$ cat src/rtl/usb_ls_hid_responder.sv
// usb_ls_hid_responder: device-side packet engine for one low-speed HID
// interrupt IN endpoint. It decodes IN tokens from the PHY byte stream and
// answers with the pending report (DATA0/DATA1 + CRC16) or with NAK. The data
// toggle advances only on a host ACK.
// Optional feature macro: USB_LS_HID_CRC5_CHECK_EN enables the token CRC5 check.
module usb_ls_hid_responder #(
  parameter int C_report_length = 8,
  parameter int C_endpoint      = 1,
  parameter int C_ack_timeout   = 64
) (
  input  logic                         clk,
  input  logic                         reset,
  input  logic [6:0]                   dev_addr,
  input  logic [C_report_length*8-1:0] report,
  input  logic                         report_valid,
  output logic                         report_ready,
  input  logic [7:0]                   rx_data,
  input  logic                         rx_strobe,
  input  logic                         rx_active,
  input  logic                         rx_error,
  output logic [7:0]                   tx_data,
  output logic                         tx_valid,
  input  logic                         tx_ready,
  output logic                         toggle,
  output logic                         sent
);

  localparam int LEN   = C_report_length;
  localparam int IDX_W = $clog2(C_report_length + 3);
  localparam int CNT_W = $clog2(C_ack_timeout + 1);

  localparam logic [7:0] PID_IN    = 8'h69;
  localparam logic [7:0] PID_DATA0 = 8'hC3;
  localparam logic [7:0] PID_DATA1 = 8'h4B;
  localparam logic [7:0] PID_ACK   = 8'hD2;
  localparam logic [7:0] PID_NAK   = 8'h5A;

  typedef enum logic [2:0] {
    S_IDLE, S_TOKEN, S_DISCARD, S_TURN, S_TX_HS, S_TX_DATA, S_WAIT_ACK
  } state_t;

  state_t             state_reg, state_next;
  logic [7:0]         shadow_reg [0:LEN-1];
  logic               pending_reg, toggle_reg, sent_reg;
  logic [7:0]         tok0_reg, tok1_reg, tok2_reg;
  logic [2:0]         rx_cnt_reg;
  logic               rx_err_reg;
  logic               turn_cnt_reg, turn_data_reg;
  logic [IDX_W-1:0]   tx_idx_reg;
  logic [15:0]        crc_reg;
  logic [CNT_W-1:0]   wait_cnt_reg;
  logic               ack_busy_reg;

  logic rx_byte, tx_fire, tx_last, token_match, ack_now, crc5_ok, load;
  logic [7:0] tx_byte;

  // USB CRC16 in reflected form (0x8005 reversed = 0xA001), data LSB first.
  function automatic logic [15:0] crc16_byte(input logic [15:0] c_in, input logic [7:0] d);
    logic [15:0] c;
    c = c_in;
    for (int i = 0; i < 8; i++) begin
      if (c[0] ^ d[i]) c = (c >> 1) ^ 16'hA001;
      else             c = c >> 1;
    end
    return c;
  endfunction

`ifdef USB_LS_HID_CRC5_CHECK_EN
  // Runs the 11 addr/endp bits plus the 5 CRC bits through the generator;
  // an intact token always leaves the residual 0x0C.
  function automatic logic crc5_residual_ok(input logic [15:0] bits);
    logic [4:0] c;
    logic       fb;
    c = 5'h1F;
    for (int i = 0; i < 16; i++) begin
      fb = bits[i] ^ c[4];
      c  = {c[3:0], 1'b0};
      if (fb) c = c ^ 5'h05;
    end
    return c == 5'h0C;
  endfunction
  assign crc5_ok = crc5_residual_ok({tok2_reg, tok1_reg});
`else
  assign crc5_ok = 1'b1;
  logic unused_crc5_bits;
  assign unused_crc5_bits = ^tok2_reg[7:3];
`endif

  assign tx_valid     = (state_reg == S_TX_HS) || (state_reg == S_TX_DATA);
  assign report_ready = (state_reg != S_TX_DATA) && (state_reg != S_WAIT_ACK);
  assign tx_fire      = tx_valid && tx_ready;
  assign tx_last      = (tx_idx_reg == IDX_W'(LEN + 2));
  assign rx_byte      = rx_strobe && !tx_valid;
  assign load         = report_valid && report_ready;
  assign toggle       = toggle_reg;
  assign sent         = sent_reg;
  assign tx_data      = tx_byte;

  assign token_match = (rx_cnt_reg == 3'd3) && (tok0_reg == PID_IN) &&
                       (tok1_reg[6:0] == dev_addr) &&
                       ({tok2_reg[2:0], tok1_reg[7]} == 4'(C_endpoint)) &&
                       !rx_err_reg && !rx_error && crc5_ok;

  // Next-state logic and the ACK decision.
  always_comb begin
    state_next = state_reg;
    ack_now    = 1'b0;
    case (state_reg)
      S_IDLE:    if (rx_byte) state_next = (rx_data == PID_IN) ? S_TOKEN : S_DISCARD;
      S_TOKEN:   if (!rx_active) state_next = token_match ? S_TURN : S_IDLE;
      S_DISCARD: if (!rx_active) state_next = S_IDLE;
      S_TURN:    if (turn_cnt_reg) state_next = turn_data_reg ? S_TX_DATA : S_TX_HS;
      S_TX_HS:   if (tx_fire) state_next = S_IDLE;
      S_TX_DATA: if (tx_fire && tx_last) state_next = S_WAIT_ACK;
      S_WAIT_ACK: begin
        if (ack_busy_reg) begin
          if (!rx_active) begin
            state_next = S_IDLE;
            ack_now = (rx_cnt_reg == 3'd1) && (tok0_reg == PID_ACK) && !rx_err_reg && !rx_error;
          end
        end else if (!rx_byte && wait_cnt_reg == CNT_W'(C_ack_timeout)) begin
          state_next = S_IDLE;
        end
      end
      default:   state_next = S_IDLE;
    endcase
  end

  // Byte offered to the PHY: handshake, PID, report bytes, inverted CRC16.
  always_comb begin
    tx_byte = 8'h00;
    case (state_reg)
      S_TX_HS: tx_byte = PID_NAK;
      S_TX_DATA: begin
        if (tx_idx_reg == '0)                       tx_byte = toggle_reg ? PID_DATA1 : PID_DATA0;
        else if (tx_idx_reg == IDX_W'(LEN + 1))     tx_byte = ~crc_reg[7:0];
        else if (tx_idx_reg == IDX_W'(LEN + 2))     tx_byte = ~crc_reg[15:8];
        else begin
          for (int i = 0; i < LEN; i++)
            if (tx_idx_reg == IDX_W'(i + 1)) tx_byte = shadow_reg[i];
        end
      end
      default: tx_byte = 8'h00;
    endcase
  end

  // Report shadow: one byte lane per generate iteration.
  for (genvar gi = 0; gi < LEN; gi++) begin : g_shadow
    always_ff @(posedge clk) begin
      if (reset)     shadow_reg[gi] <= 8'h00;
      else if (load) shadow_reg[gi] <= report[gi*8 +: 8];
    end
  end

  // State register plus token/ACK capture, transmit index, CRC and toggle.
  always_ff @(posedge clk) begin
    if (reset) begin
      state_reg     <= S_IDLE;
      pending_reg   <= 1'b0;
      toggle_reg    <= 1'b0;
      sent_reg      <= 1'b0;
      tok0_reg      <= 8'h00;
      tok1_reg      <= 8'h00;
      tok2_reg      <= 8'h00;
      rx_cnt_reg    <= 3'd0;
      rx_err_reg    <= 1'b0;
      turn_cnt_reg  <= 1'b0;
      turn_data_reg <= 1'b0;
      tx_idx_reg    <= '0;
      crc_reg       <= 16'hFFFF;
      wait_cnt_reg  <= '0;
      ack_busy_reg  <= 1'b0;
    end else begin
      state_reg <= state_next;
      sent_reg  <= 1'b0;
      if (load) pending_reg <= 1'b1;
      case (state_reg)
        S_IDLE: if (rx_byte) begin
          tok0_reg   <= rx_data;
          rx_cnt_reg <= 3'd1;
          rx_err_reg <= rx_error;
        end
        S_TOKEN: begin
          rx_err_reg <= rx_err_reg | rx_error;
          if (rx_byte) begin
            if (rx_cnt_reg == 3'd1) tok1_reg <= rx_data;
            if (rx_cnt_reg == 3'd2) tok2_reg <= rx_data;
            if (rx_cnt_reg != 3'd7) rx_cnt_reg <= rx_cnt_reg + 3'd1;
          end
          if (!rx_active) begin
            turn_cnt_reg  <= 1'b0;
            turn_data_reg <= pending_reg;
            tx_idx_reg    <= '0;
            crc_reg       <= 16'hFFFF;
          end
        end
        S_TURN: turn_cnt_reg <= 1'b1;
        S_TX_DATA: if (tx_fire) begin
          tx_idx_reg <= tx_idx_reg + IDX_W'(1);
          if (tx_idx_reg != '0 && tx_idx_reg <= IDX_W'(LEN))
            crc_reg <= crc16_byte(crc_reg, tx_byte);
          if (tx_last) begin
            wait_cnt_reg <= '0;
            ack_busy_reg <= 1'b0;
            rx_cnt_reg   <= 3'd0;
            rx_err_reg   <= 1'b0;
          end
        end
        S_WAIT_ACK: begin
          rx_err_reg <= rx_err_reg | rx_error;
          if (!ack_busy_reg && wait_cnt_reg != CNT_W'(C_ack_timeout))
            wait_cnt_reg <= wait_cnt_reg + CNT_W'(1);
          if (rx_byte) begin
            ack_busy_reg <= 1'b1;
            if (rx_cnt_reg == 3'd0) tok0_reg <= rx_data;
            if (rx_cnt_reg != 3'd7) rx_cnt_reg <= rx_cnt_reg + 3'd1;
          end
          if (ack_now) begin
            toggle_reg  <= ~toggle_reg;
            pending_reg <= 1'b0;
            sent_reg    <= 1'b1;
          end
        end
        default: ;
      endcase
    end
  end

endmodule

$ cat config.mk
export PLATFORM = sky130hd
export DESIGN_NAME = usb_ls_hid_responder
export DESIGN_NICKNAME = d
export VERILOG_FILES = /design/src/rtl/usb_ls_hid_responder.sv
export SDC_FILE = /design/constraint.sdc
export NUM_CORES = 1
export LEC_CHECK = 0
export BUFFER_PORTS_ARGS = -buffer_cell sky130_fd_sc_hd__buf_2
export CAP_MARGIN = 25
export CORE_MARGIN = 1.5
export CORE_UTILIZATION = 58
export CTS_CLUSTER_DIAMETER = 100
export DETAILED_ROUTE_END_ITERATION = 7
export GPL_TIMING_DRIVEN = 0
export PLACE_DENSITY = 0.93
export SYNTH_ARGS = -nofsm -noshare
export SYNTH_HDL_FRONTEND = slang
export SYNTH_SLANG_ARGS = --single-unit
$ cat constraint.sdc
create_clock -name clk -period 3.9 [get_ports clk]
set_input_delay 0.585 -clock clk [delete_from_list [all_inputs] [get_ports clk]]
set_output_delay 0.585 -clock clk [all_outputs]
set_load 0.01 [all_outputs]
==> impl_metrics.py, run 1 <==
metrics = {
    "synth": {
        "post_synth_and_or_nand_nor_area_fraction_pct": 24.42,
        "synth_fa_ha_area_share_pct": 2.230,
        "syn_inst_count": 689,
        "ys_top_cells_by_area": "edfxtp_1, dfxtp_1, and2_1",
        "ys_ff_latch": 123,
        "async_flop_share_pct": 0,
        "yosysTopAreaCell": "edfxtp_1",
        "synth_mux_area_share_pct": 3.271,
        "synth-edff-count": 64,
        "post_synth_instance_area_um2": 6733,
        "avgSynthCellArea_um2": 9.772,
        "yosysWarnings": 0,
        "largest_family_of_logic_cells_by_synthesized_area": "simple AND/OR/NAND/NOR gates",
        "synth_compound_area_share_pct": 14.51,
        "yosys.area_share.xor_xnor_pct": 4.572,
        "synth.net_count": 787,
        "synth_cell_type_count": 78,
        "ys_seq_area_share_pct": 46.09,
        "synth_largest_type_area_fraction_pct": 28.54,
        "ys_dominant_reg_cell": "edfxtp_1",
    },
    "global_routing": {
        "grtUsageMet2_pct": 50.37,
        "grt.met3_usage_pct": 8.037,
        "grt-ovfl-total": 0,
        "grt_pass1_wl_um": 28900,
        "largest_net_degree_at_the_start_of_global_routing": 39,
        "grt_use_met1_pct": 34.61,
        "global_route.usage.total_pct": 30.17,
        "gr-max-usage-layer": "met2",
        "via_count_of_the_first_global_routing_pass": 5851,
        "antenna_found_initial": 0,
    },
    "pwr": {
        "worst_ir_drop_vdd_mv": 0.3836,
        "powerDensity_nw_per_um2": 390.6,
        "net-switching-power_uw": 698.4,
        "pwr-share-comb_pct": 5.6,
        "leakagePower_nw": 3.331,
        "clock_power_share_pct": 48.4,
        "sw_frac_of_total_pct": 22.38,
        "power_report.internal_total_mw": 2.422,
        "power.sequential.fraction_pct": 46.0,
    },
    "placed_design": {
        "dp_hpwl_um": 12210,
        "portBuffers": 96,
        "gp_congestion": 0.9385,
    },
    "die": {
        "number_of_cell_rows": 39,
        "start_util_pct": 59.22,
        "die_footprint_um2": 12260,
        "die_y_um": 110.7,
        "design.portCount": 98,
        "die_width_um": 110.7,
        "core_um2": 11370,
    },
    "final_layout": {
        "filler_cell_count": 783,
        "finalNetCount": 904,
        "drive_gt1_share_pct": 20.88,
        "final_core_util_pct": 70.25,
        "antenna_cells_inserted": 0,
        "mostFrequentLayoutCell": "buf_2",
        "flow.area_growth_from_synthesis_pct": 18.64,
        "largest_reg_flops": 64,
        "layout_common_cells": "buf_2, nor2_1, and2_1",
    },
    "clock_network": {
        "clock-root-buffer": "clkbuf_16",
        "tritoncts": "yes",
        "cts-resized-gates": 0,
        "hold_buffers": 0,
        "htree_num_levels": 4,
        "numCtsBuffers": 17,
        "tritoncts_num_sinks": 123,
        "post_cts_buffers": 0,
        "cts.path.max_buffers": 2,
        "clk_latency_ns": 0.43,
        "cts.reportedPaths.clkPinSlew_ns": 0.06,
    },
    "setup_path": {
        "critical_path.startpoint_type": "flip-flop",
        "worst-setup-path-type": "reg -> out",
        "worstPathRequired_ns": 3.31,
        "cp_data_arrival_time_ns": 3.09,
        "end_kind": "output pin",
        "critical_path_peak_fanout": 10,
    },
    "timing": {
        "fin_crit_ns": 3.671,
        "fin_skew_ns": 0.008806,
        "worst_slew_margin_rel_pct": 32.55,
        "achievable-frequency_mhz": 272.4,
        "timing.final.max_slew_violations": 0,
        "totalNegativeSetupSlack_ns": 0,
        "setup-violations-final": 0,
        "timing.final.crit_share_pct": 94.14,
        "hold_viol_final": 0,
        "max_slew.worst_pin.slew_ns": 1.008,
        "whs_ns": 0.4324,
        "rsz0062_at_grt": "false",
    },
    "detailed_routing": {
        "wl_per_cell_um": 18.86,
        "drt_initial_violations": 612,
        "route.antenna.remaining_nets": 0,
        "drtPass1Iterations": 7,
        "dr_total_vias": 5908,
        "post-route-drc-count": 0,
        "vias_per_cell": 6.141,
        "route.final.wire_length_um": 18140,
    },
    "run": {
        "max_cap_violations": 0,
    },
    "hold_path": {
        "timing.hold.worst.class": "in -> reg",
    },
    "outcome": {
        "run_status": "finished clean",
    },
}
critical path, cell delays in order, from the launching register on:
cell	delay [ns]
dfxtp_1	0.44
inv_1	0.10
ha_1	0.23
buf_2	0.20
buf_2	0.22
a221o_1	0.35
a211oi_1	0.33
nor3_1	0.14
a21oi_1	0.25
a21oi_1	0.11
nor2_1	0.14
buf_2	0.15
routing by layer:
layer	part of all wire (%)	up-vias	wire (µm)
met3	9.7	90	1757
met1	37	2700	6699
li1	-	2700	-
met2	48	418	8776
met5	0	-	0
met4	5.0	0	909
area by class of cell:
type	instances	area (µm²)	area share [%]
Clock buffer	19	432.9	5.420
Multi-Input combinational cell	493	3302	41.34
Inverter	28	105.1	1.316
Clock inverter	13	127.6	1.598
Tap cell	143	178.9	2.240
Sequential cell	123	3103	38.85
Timing Repair Buffer	98	513.0	6.422
Buffer	45	225.2	2.820
synth_stat cells, types with 3 or more instances:
cell,number
nor3b_1,4
nand2b_1,14
o31ai_1,3
nand3b_1,16
buf_2,11
a211o_1,5
or3b_1,3
edfxtp_1,64
o21ai_0,21
and2_1,69
clkbuf_1,26
o32a_1,4
a21oi_1,39
inv_1,26
a21o_1,3
nand3_1,10
ha_1,12
a31oi_1,4
nand2_1,20
nor4b_1,3
buf_4,3
a211oi_1,5
nand4_1,7
nor4_1,7
buf_6,4
or3_1,5
dfxtp_1,59
and3_1,4
nor2b_1,8
o22ai_1,10
nor2_1,76
a22oi_1,4
mux2i_1,22
nor3_1,23
o21bai_1,8
a221oi_1,9
xnor2_1,9
xor2_1,16
path summary, 6_finish.rpt:
path	startpoint	endpoint	slack, ns	depth (start not counted)
max reg2reg	tx_idx_reg[0]$_SDFFE_PP0P_	crc_reg[0]$_SDFFE_PP1P_	0.30	12
min	rx_data[3]	tok1_reg[3]$_SDFFE_PP0P_	0.43	3
max	tx_idx_reg[0]$_SDFFE_PP0P_	tx_data[7]	0.23	11
min reg2reg	turn_cnt_reg$_SDFFE_PP0P_	turn_cnt_reg$_SDFFE_PP0P_	0.48	2
power groups by stage:
stage / Sequential, mW / Clock (mW) / Combinational, mW
2_1_floorplan: 1.45 / 0 / 0.0941
3_3_place_gp: 1.46 / 0 / 0.159
3_5_place_dp: 1.46 / 0 / 0.169
4_1_cts: 1.43 / 1.52 / 0.172
5_1_grt: 1.44 / 1.57 / 0.191
6_report: 1.43 / 1.51 / 0.174
cells by family after synthesis:
kind of cell,after synthesis
AND/OR/NAND/NOR,289
buffers and inverters,73
multiplexers,22
adder cells (fa/ha/maj),12
flip-flops,123
XOR/XNOR,30
AO/OA/AOI/OAI,140
metrics by stage:
stage                     setup WS, ns  cells  cell area [µm²]  power [mW]
after detailed placement        0.5126    930             7427       1.628
after global placement         0.09577    928             7392       1.619
after global routing           0.08383    962             7988       3.200
after floorplan                 0.6844    689             6733       1.548
after CTS                       0.2768    962             7988       3.123
final                           0.2286    962             7988       3.120
(Power assumes the default switching activity.)
==> run 2, diff against run 1 <==
--- a/config.mk
+++ b/config.mk
@@ -7,7 +7,6 @@
 export LEC_CHECK = 0
 export BUFFER_PORTS_ARGS = -buffer_cell sky130_fd_sc_hd__buf_2
 export CAP_MARGIN = 25
-export CORE_MARGIN = 1.5
 export CORE_UTILIZATION = 58
 export CTS_CLUSTER_DIAMETER = 100
 export DETAILED_ROUTE_END_ITERATION = 7
==> run 2 against run 1 <==
Fmax up 1.6%; worst hold slack got worse by 0.00081 ns; sequential cell count unchanged; total power barely moved; clock-buffer cell count shrank 2; critical endpoint unchanged; largest cell class unchanged.
==> impl_metrics.py, run 2 (synthesized netlist as in run 1, its figures left out) <==
metrics = {
    "final_layout": {
        "layout_common_cells": "buf_2, nor2_1, and2_1",
        "finalNetCount": 904,
        "stdcell_area_um2": 7981,
        "flow.area_growth_from_synthesis_pct": 18.55,
        "drive_gt1_share_pct": 21.61,
        "mostFrequentLayoutCell": "buf_2",
        "largest_reg_flops": 64,
        "antenna_cells_inserted": 0,
    },
    "detailed_routing": {
        "route.final.wire_length_um": 17750,
        "wl_per_cell_um": 18.51,
        "drtPass1Iterations": 8,
        "route.antenna.remaining_nets": 0,
        "dr_total_vias": 5942,
        "drt_initial_violations": 777,
        "vias_per_cell": 6.196,
        "post-route-drc-count": 0,
    },
    "timing": {
        "totalNegativeSetupSlack_ns": 0,
        "timing.final.max_slew_violations": 0,
        "hold_viol_final": 0,
        "achievable-frequency_mhz": 276.7,
        "worst_slew_margin_rel_pct": 34.00,
        "fin_crit_ns": 3.614,
        "max_slew.worst_pin.slew_ns": 0.9863,
        "rsz0062_at_grt": "false",
        "fin_skew_ns": 0.01076,
        "timing.final.crit_share_pct": 92.67,
        "setup-violations-final": 0,
        "setup_ws_ns": 0.2860,
    },
    "global_routing": {
        "global_route.usage.total_pct": 30.46,
        "largest_net_degree_at_the_start_of_global_routing": 34,
        "grt_pass1_wl_um": 27430,
        "antenna_found_initial": 0,
        "via_count_of_the_first_global_routing_pass": 5664,
        "grt-ovfl-total": 0,
    },
    "setup_path": {
        "critical_path.startpoint_type": "flip-flop",
        "critical_path.reg2reg.endpoint": "crc_reg[0]$_SDFFE_PP1P_",
        "regToRegSetupSlack_ns": 0.33,
        "cp_data_arrival_time_ns": 3.03,
        "end_kind": "output pin",
        "reg2regPathDepth": 13,
        "worst-setup-path-type": "reg -> out",
        "worstPathRequired_ns": 3.31,
        "worst_r2r_startpoint": "tx_idx_reg[0]$_SDFFE_PP0P_",
        "critical_path_peak_fanout": 10,
    },
    "clock_network": {
        "clk_latency_ns": 0.42,
        "cts.reportedPaths.clkPinSlew_ns": 0.07,
        "numCtsBuffers": 17,
        "tritoncts_num_sinks": 123,
        "cts.path.max_buffers": 2,
        "tritoncts": "yes",
        "cts-resized-gates": 0,
        "htree_num_levels": 4,
        "hold_buffers": 0,
        "post_cts_buffers": 0,
        "clock-root-buffer": "clkbuf_16",
    },
    "die": {
        "die_width_um": 109.7,
        "start_util_pct": 60.77,
        "design.portCount": 98,
        "core_um2": 11080,
        "die_footprint_um2": 12040,
        "number_of_cell_rows": 38,
        "die_y_um": 109.7,
    },
    "hold_path": {
        "worstHoldStart": "report[27]",
        "hold_end": "shadow_reg[0][27]$_SDFFCE_PN0P_",
        "timing.hold.worst.class": "in -> reg",
        "worst_hold_depth": 2,
    },
    "run": {
        "max_cap_violations": 0,
    },
    "placed_design": {
        "dp_hpwl_um": 12550,
        "placed_area_um2": 7418,
        "pre_cts_slack_ns": 0.4776,
        "portBuffers": 96,
        "gp_congestion": 0.9393,
    },
    "pwr": {
        "p_total_mw": 3.118,
        "leakagePower_nw": 3.336,
        "powerDensity_nw_per_um2": 390.6,
        "worst_ir_drop_vdd_mv": 0.3569,
    },
    "outcome": {
        "run_status": "finished clean",
    },
}
==> run 2: cell types whose count changed in the layout (fill, tap and decap cells not counted) <==
cell        previous run  this run
inv_6                  0         6
clkinv_1               4         0
clkbuf_1              28        26
buf_12                 0         1
buf_16                 1         0
buf_2                108       107
buf_4                  3         4
bufinv_16              2         1
clkinv_2               1         2
clkinvlp_2             0         1
clkinvlp_4             4         3
==> run 2: metal layers <==
metal  vias to the layer above  routed length [µm]  track usage [%]
li1                       2710                   -                -
met1                      2785                6813            37.16
met2                       385                8557            50.04
met3                        62                1822            8.002
met4                         0                 554            14.86
met5                         -                   0                0
==> run 2: critical path, cell delays in order (launching register included) <==
cell and delay, ns:
dfxtp_1 0.45, inv_1 0.10, ha_1 0.23, buf_2 0.20, buf_2 0.23, a221o_1 0.34, a211oi_1 0.29, nor3_1 0.15
a21oi_1 0.25, a21oi_1 0.11, nor2_1 0.10, buf_2 0.14
==> run 2: area by class of cell <==
type	count	area, µm²
clock buffers	17	425.4
fillers	729	3097
clock inverters	15	137.6
multi-input cells	493	3302
inverters	28	105.1
well taps	140	175.2
repair buffers	98	508.0
plain buffers	45	225.2
flip-flops and latches	123	3103
==> run 2: worst max-delay path by stage <==
stage / start / end / slack [ns] / cells after the start
after floorplan: state_reg[1]$_SDFFE_PP0P_ / shadow_reg[0][0]$_SDFFCE_PN0P_ / 0.68 / 7
after global placement: state_reg[1]$_SDFFE_PP0P_ / shadow_reg[1][11]$_SDFFCE_PN0P_ / 0.1 / 7
after detailed placement: tx_idx_reg[0]$_SDFFE_PP0P_ / crc_reg[0]$_SDFFE_PP1P_ / 0.48 / 13
after CTS: tx_idx_reg[0]$_SDFFE_PP0P_ / tx_data[7] / 0.37 / 11
after global routing: tx_idx_reg[0]$_SDFFE_PP0P_ / tx_data[7] / 0.16 / 11
final: tx_idx_reg[0]$_SDFFE_PP0P_ / tx_data[7] / 0.29 / 11
==> run 2: per-stage QoR <==
step / hold WS (ns) / utilization [%] / instances
after floorplan: 0.4498 / - / 689
after global placement: 0.4597 / 66.69 / 925
after detailed placement: 0.4739 / 66.96 / 927
after CTS: 0.4295 / 72.05 / 959
after global routing: 0.4431 / 72.05 / 959
final: 0.4316 / 72.05 / 959
==> run 2: report_power, final <==
| part | total, mW | internal (mW) | switching [mW] | leakage, nW |
|---|---|---|---|---|
| registers | 1.43 | 1.41 | 0.0215 | 1.20 |
| clock network | 1.51 | 0.884 | 0.624 | 0.267 |
| logic | 0.176 | 0.0791 | 0.0972 | 1.87 |
==> run 3, diff against run 2 <==
--- a/config.mk
+++ b/config.mk
@@ -7,11 +7,13 @@
 export LEC_CHECK = 0
 export BUFFER_PORTS_ARGS = -buffer_cell sky130_fd_sc_hd__buf_2
 export CAP_MARGIN = 25
-export CORE_UTILIZATION = 58
+export CELL_PAD_IN_SITES_DETAIL_PLACEMENT = 0
+export CELL_PAD_IN_SITES_GLOBAL_PLACEMENT = 1
+export CORE_UTILIZATION = 45
 export CTS_CLUSTER_DIAMETER = 100
 export DETAILED_ROUTE_END_ITERATION = 7
-export GPL_TIMING_DRIVEN = 0
 export PLACE_DENSITY = 0.93
+export SETUP_SLACK_MARGIN = 0.1
 export SYNTH_ARGS = -nofsm -noshare
 export SYNTH_HDL_FRONTEND = slang
 export SYNTH_SLANG_ARGS = --single-unit
==> run 3 against run 2 <==
Design area is 0.61% lower; first-iteration DRC count decreased by 44%; total power up 1.1%; clock skew fell by 0.0022 ns; sequential cell count did not move; register-to-register slack improved by 0.10 ns; critical endpoint is now tx_data[2]; die area grew 28%; critical path depth fell by 3; global-route usage down 9.1 points; sequential share of layout area increased by 0.24 points; setup slack improved by 0.039 ns.
==> impl_metrics.py, run 3 (synthesized netlist as in run 1, its figures left out) <==
metrics = {
    "die": {
        "start_util_pct": 46.15,
        "die_footprint_um2": 15450,
        "number_of_cell_rows": 44,
        "core_um2": 14590,
        "design.portCount": 98,
        "die_y_um": 124.3,
        "die_width_um": 124.3,
    },
    "final_layout": {
        "drive_gt1_share_pct": 21.60,
        "antenna_cells_inserted": 0,
        "layout_common_cells": "buf_2, nor2_1, and2_1",
        "flow.area_growth_from_synthesis_pct": 17.82,
        "filler_cell_count": 1270,
        "mostFrequentLayoutCell": "buf_2",
        "finalNetCount": 872,
        "final_core_util_pct": 54.37,
        "largest_reg_flops": 64,
        "stdcell_area_um2": 7933,
    },
    "global_routing": {
        "largest_net_degree_at_the_start_of_global_routing": 65,
        "global_route.usage.total_pct": 21.32,
        "grt-ovfl-total": 0,
        "via_count_of_the_first_global_routing_pass": 5083,
        "antenna_found_initial": 0,
        "grt_pass1_wl_um": 26130,
    },
    "timing": {
        "setup-violations-final": 0,
        "totalNegativeSetupSlack_ns": 0,
        "worst_slew_margin_rel_pct": 51.45,
        "setup_ws_ns": 0.3250,
        "timing.final.crit_share_pct": 91.67,
        "fin_skew_ns": 0.008576,
        "achievable-frequency_mhz": 279.7,
        "fin_crit_ns": 3.575,
        "max_slew.worst_pin.slew_ns": 0.7283,
        "rsz0062_at_grt": "false",
        "timing.final.max_slew_violations": 0,
        "hold_viol_final": 0,
    },
    "clock_network": {
        "numCtsBuffers": 17,
        "cts.path.max_buffers": 2,
        "tritoncts": "yes",
        "cts.reportedPaths.clkPinSlew_ns": 0.06,
        "clk_latency_ns": 0.42,
        "clock-root-buffer": "clkbuf_16",
        "hold_buffers": 0,
        "tritoncts_num_sinks": 123,
        "htree_num_levels": 4,
    },
    "hold_path": {
        "worst_hold_depth": 2,
        "timing.hold.worst.class": "in -> reg",
        "hold_end": "shadow_reg[0][10]$_SDFFCE_PN0P_",
        "worstHoldStart": "report[10]",
    },
    "setup_path": {
        "critical_path.cell_chain": "ha_1 -> and2b_1 -> a21oi_1 -> o41ai_1 -> and2_1 -> a21oi_1 -> nor2_1 -> buf_2",
        "cp-startpoint": "tx_idx_reg[0]$_SDFFE_PP0P_",
        "slowest_delay_ns": 0.59,
        "worst-setup-path-type": "reg -> out",
        "critical_path.reg2reg.endpoint": "crc_reg[0]$_SDFFE_PP1P_",
        "timing.critical_path.mode_cell": "a21oi_1",
        "critical_path.startpoint_type": "flip-flop",
        "reg2regPathDepth": 12,
        "cp_data_arrival_time_ns": 2.99,
        "end_kind": "output pin",
        "worst_r2r_startpoint": "tx_idx_reg[0]$_SDFFE_PP0P_",
        "critPathSlowestCell": "o41ai_1",
        "critical_path_peak_fanout": 15,
        "worstPathRequired_ns": 3.31,
        "regToRegSetupSlack_ns": 0.43,
    },
    "detailed_routing": {
        "vias_per_cell": 5.594,
        "route.final.wire_length_um": 16160,
        "wl_per_cell_um": 16.64,
        "route.antenna.remaining_nets": 0,
        "drtPass1Iterations": 5,
        "post-route-drc-count": 0,
        "drt_initial_violations": 436,
        "dr_total_vias": 5432,
    },
    "run": {
        "max_cap_violations": 0,
    },
    "placed_design": {
        "pre_cts_slack_ns": 0.4116,
        "portBuffers": 97,
        "gp_congestion": 0.9117,
        "placed_area_um2": 7346,
        "dp_hpwl_um": 11610,
    },
    "pwr": {
        "leakagePower_nw": 3.289,
        "worst_ir_drop_vdd_mv": 0.2511,
        "powerDensity_nw_per_um2": 397.4,
    },
    "outcome": {
        "run_status": "finished clean",
    },
}
-- run 3: worst max path at each step --
stage,endpoint
4_1_cts,tx_data[7]
3_3_place_gp,crc_reg[0]$_SDFFE_PP1P_
2_1_floorplan,shadow_reg[0][0]$_SDFFCE_PN0P_
6_report,tx_data[2]
3_5_place_dp,crc_reg[0]$_SDFFE_PP1P_
5_1_grt,crc_reg[0]$_SDFFE_PP1P_
-- run 3: per-stage QoR --
step	hold slack [ns]	instances	power (mW)
floorplan	0.4498	689	1.548
global placement	0.4615	939	1.623
detailed placement	0.4689	939	1.627
CTS	0.4258	971	3.177
global route	0.4311	971	3.256
finish	0.4396	971	3.152
-- run 3: timing repair --
| item | 4_1_cts | 5_1_grt |
|---|---|---|
| setup buffers | 0 | 0 |
| setup endpoints to repair | 0 | 4 |
| resized for setup | 0 | 2 |
-- run 3: critical path, delay by kind of cell, from the launching register on --
family | cells | cell delay (ns)
compound gates | 3 | 0.80
simple gates | 3 | 0.67
fa+ha+maj | 1 | 0.51
flops | 1 | 0.44
buf+inv | 1 | 0.15
-- run 3: report_power, final --
| group | leakage, nW | total, mW | switching, mW | internal [mW] |
|---|---|---|---|---|
| clock network | 0.290 | 1.55 | 0.558 | 0.993 |
| registers | 1.20 | 1.44 | 0.0240 | 1.41 |
| logic | 1.80 | 0.163 | 0.0849 | 0.0778 |
-- run 3: layout make-up --
class | instances | area, µm² | share of cell area (%)
clock buffer | 18 | 429.2 | 5.410
clock inverter | 14 | 152.6 | 1.924
inverter | 28 | 105.1 | 1.325
multi-input combinational | 493 | 3309 | 41.72
sequential | 123 | 3103 | 39.12
tap | 184 | 230.2 | 2.902
timing repair buffer | 111 | 603.1 | 7.603
-- run 3: routing by layer --
metal	GRT usage [%]	share of wire [%]	wire length, µm	vias to the layer above
li1	-	-	-	2646
met1	28.98	45	7307	2556
met2	32.92	46	7497	197
met3	4.940	6.1	980	33
met4	8.221	2.3	374	0
met5	0	0	0	-
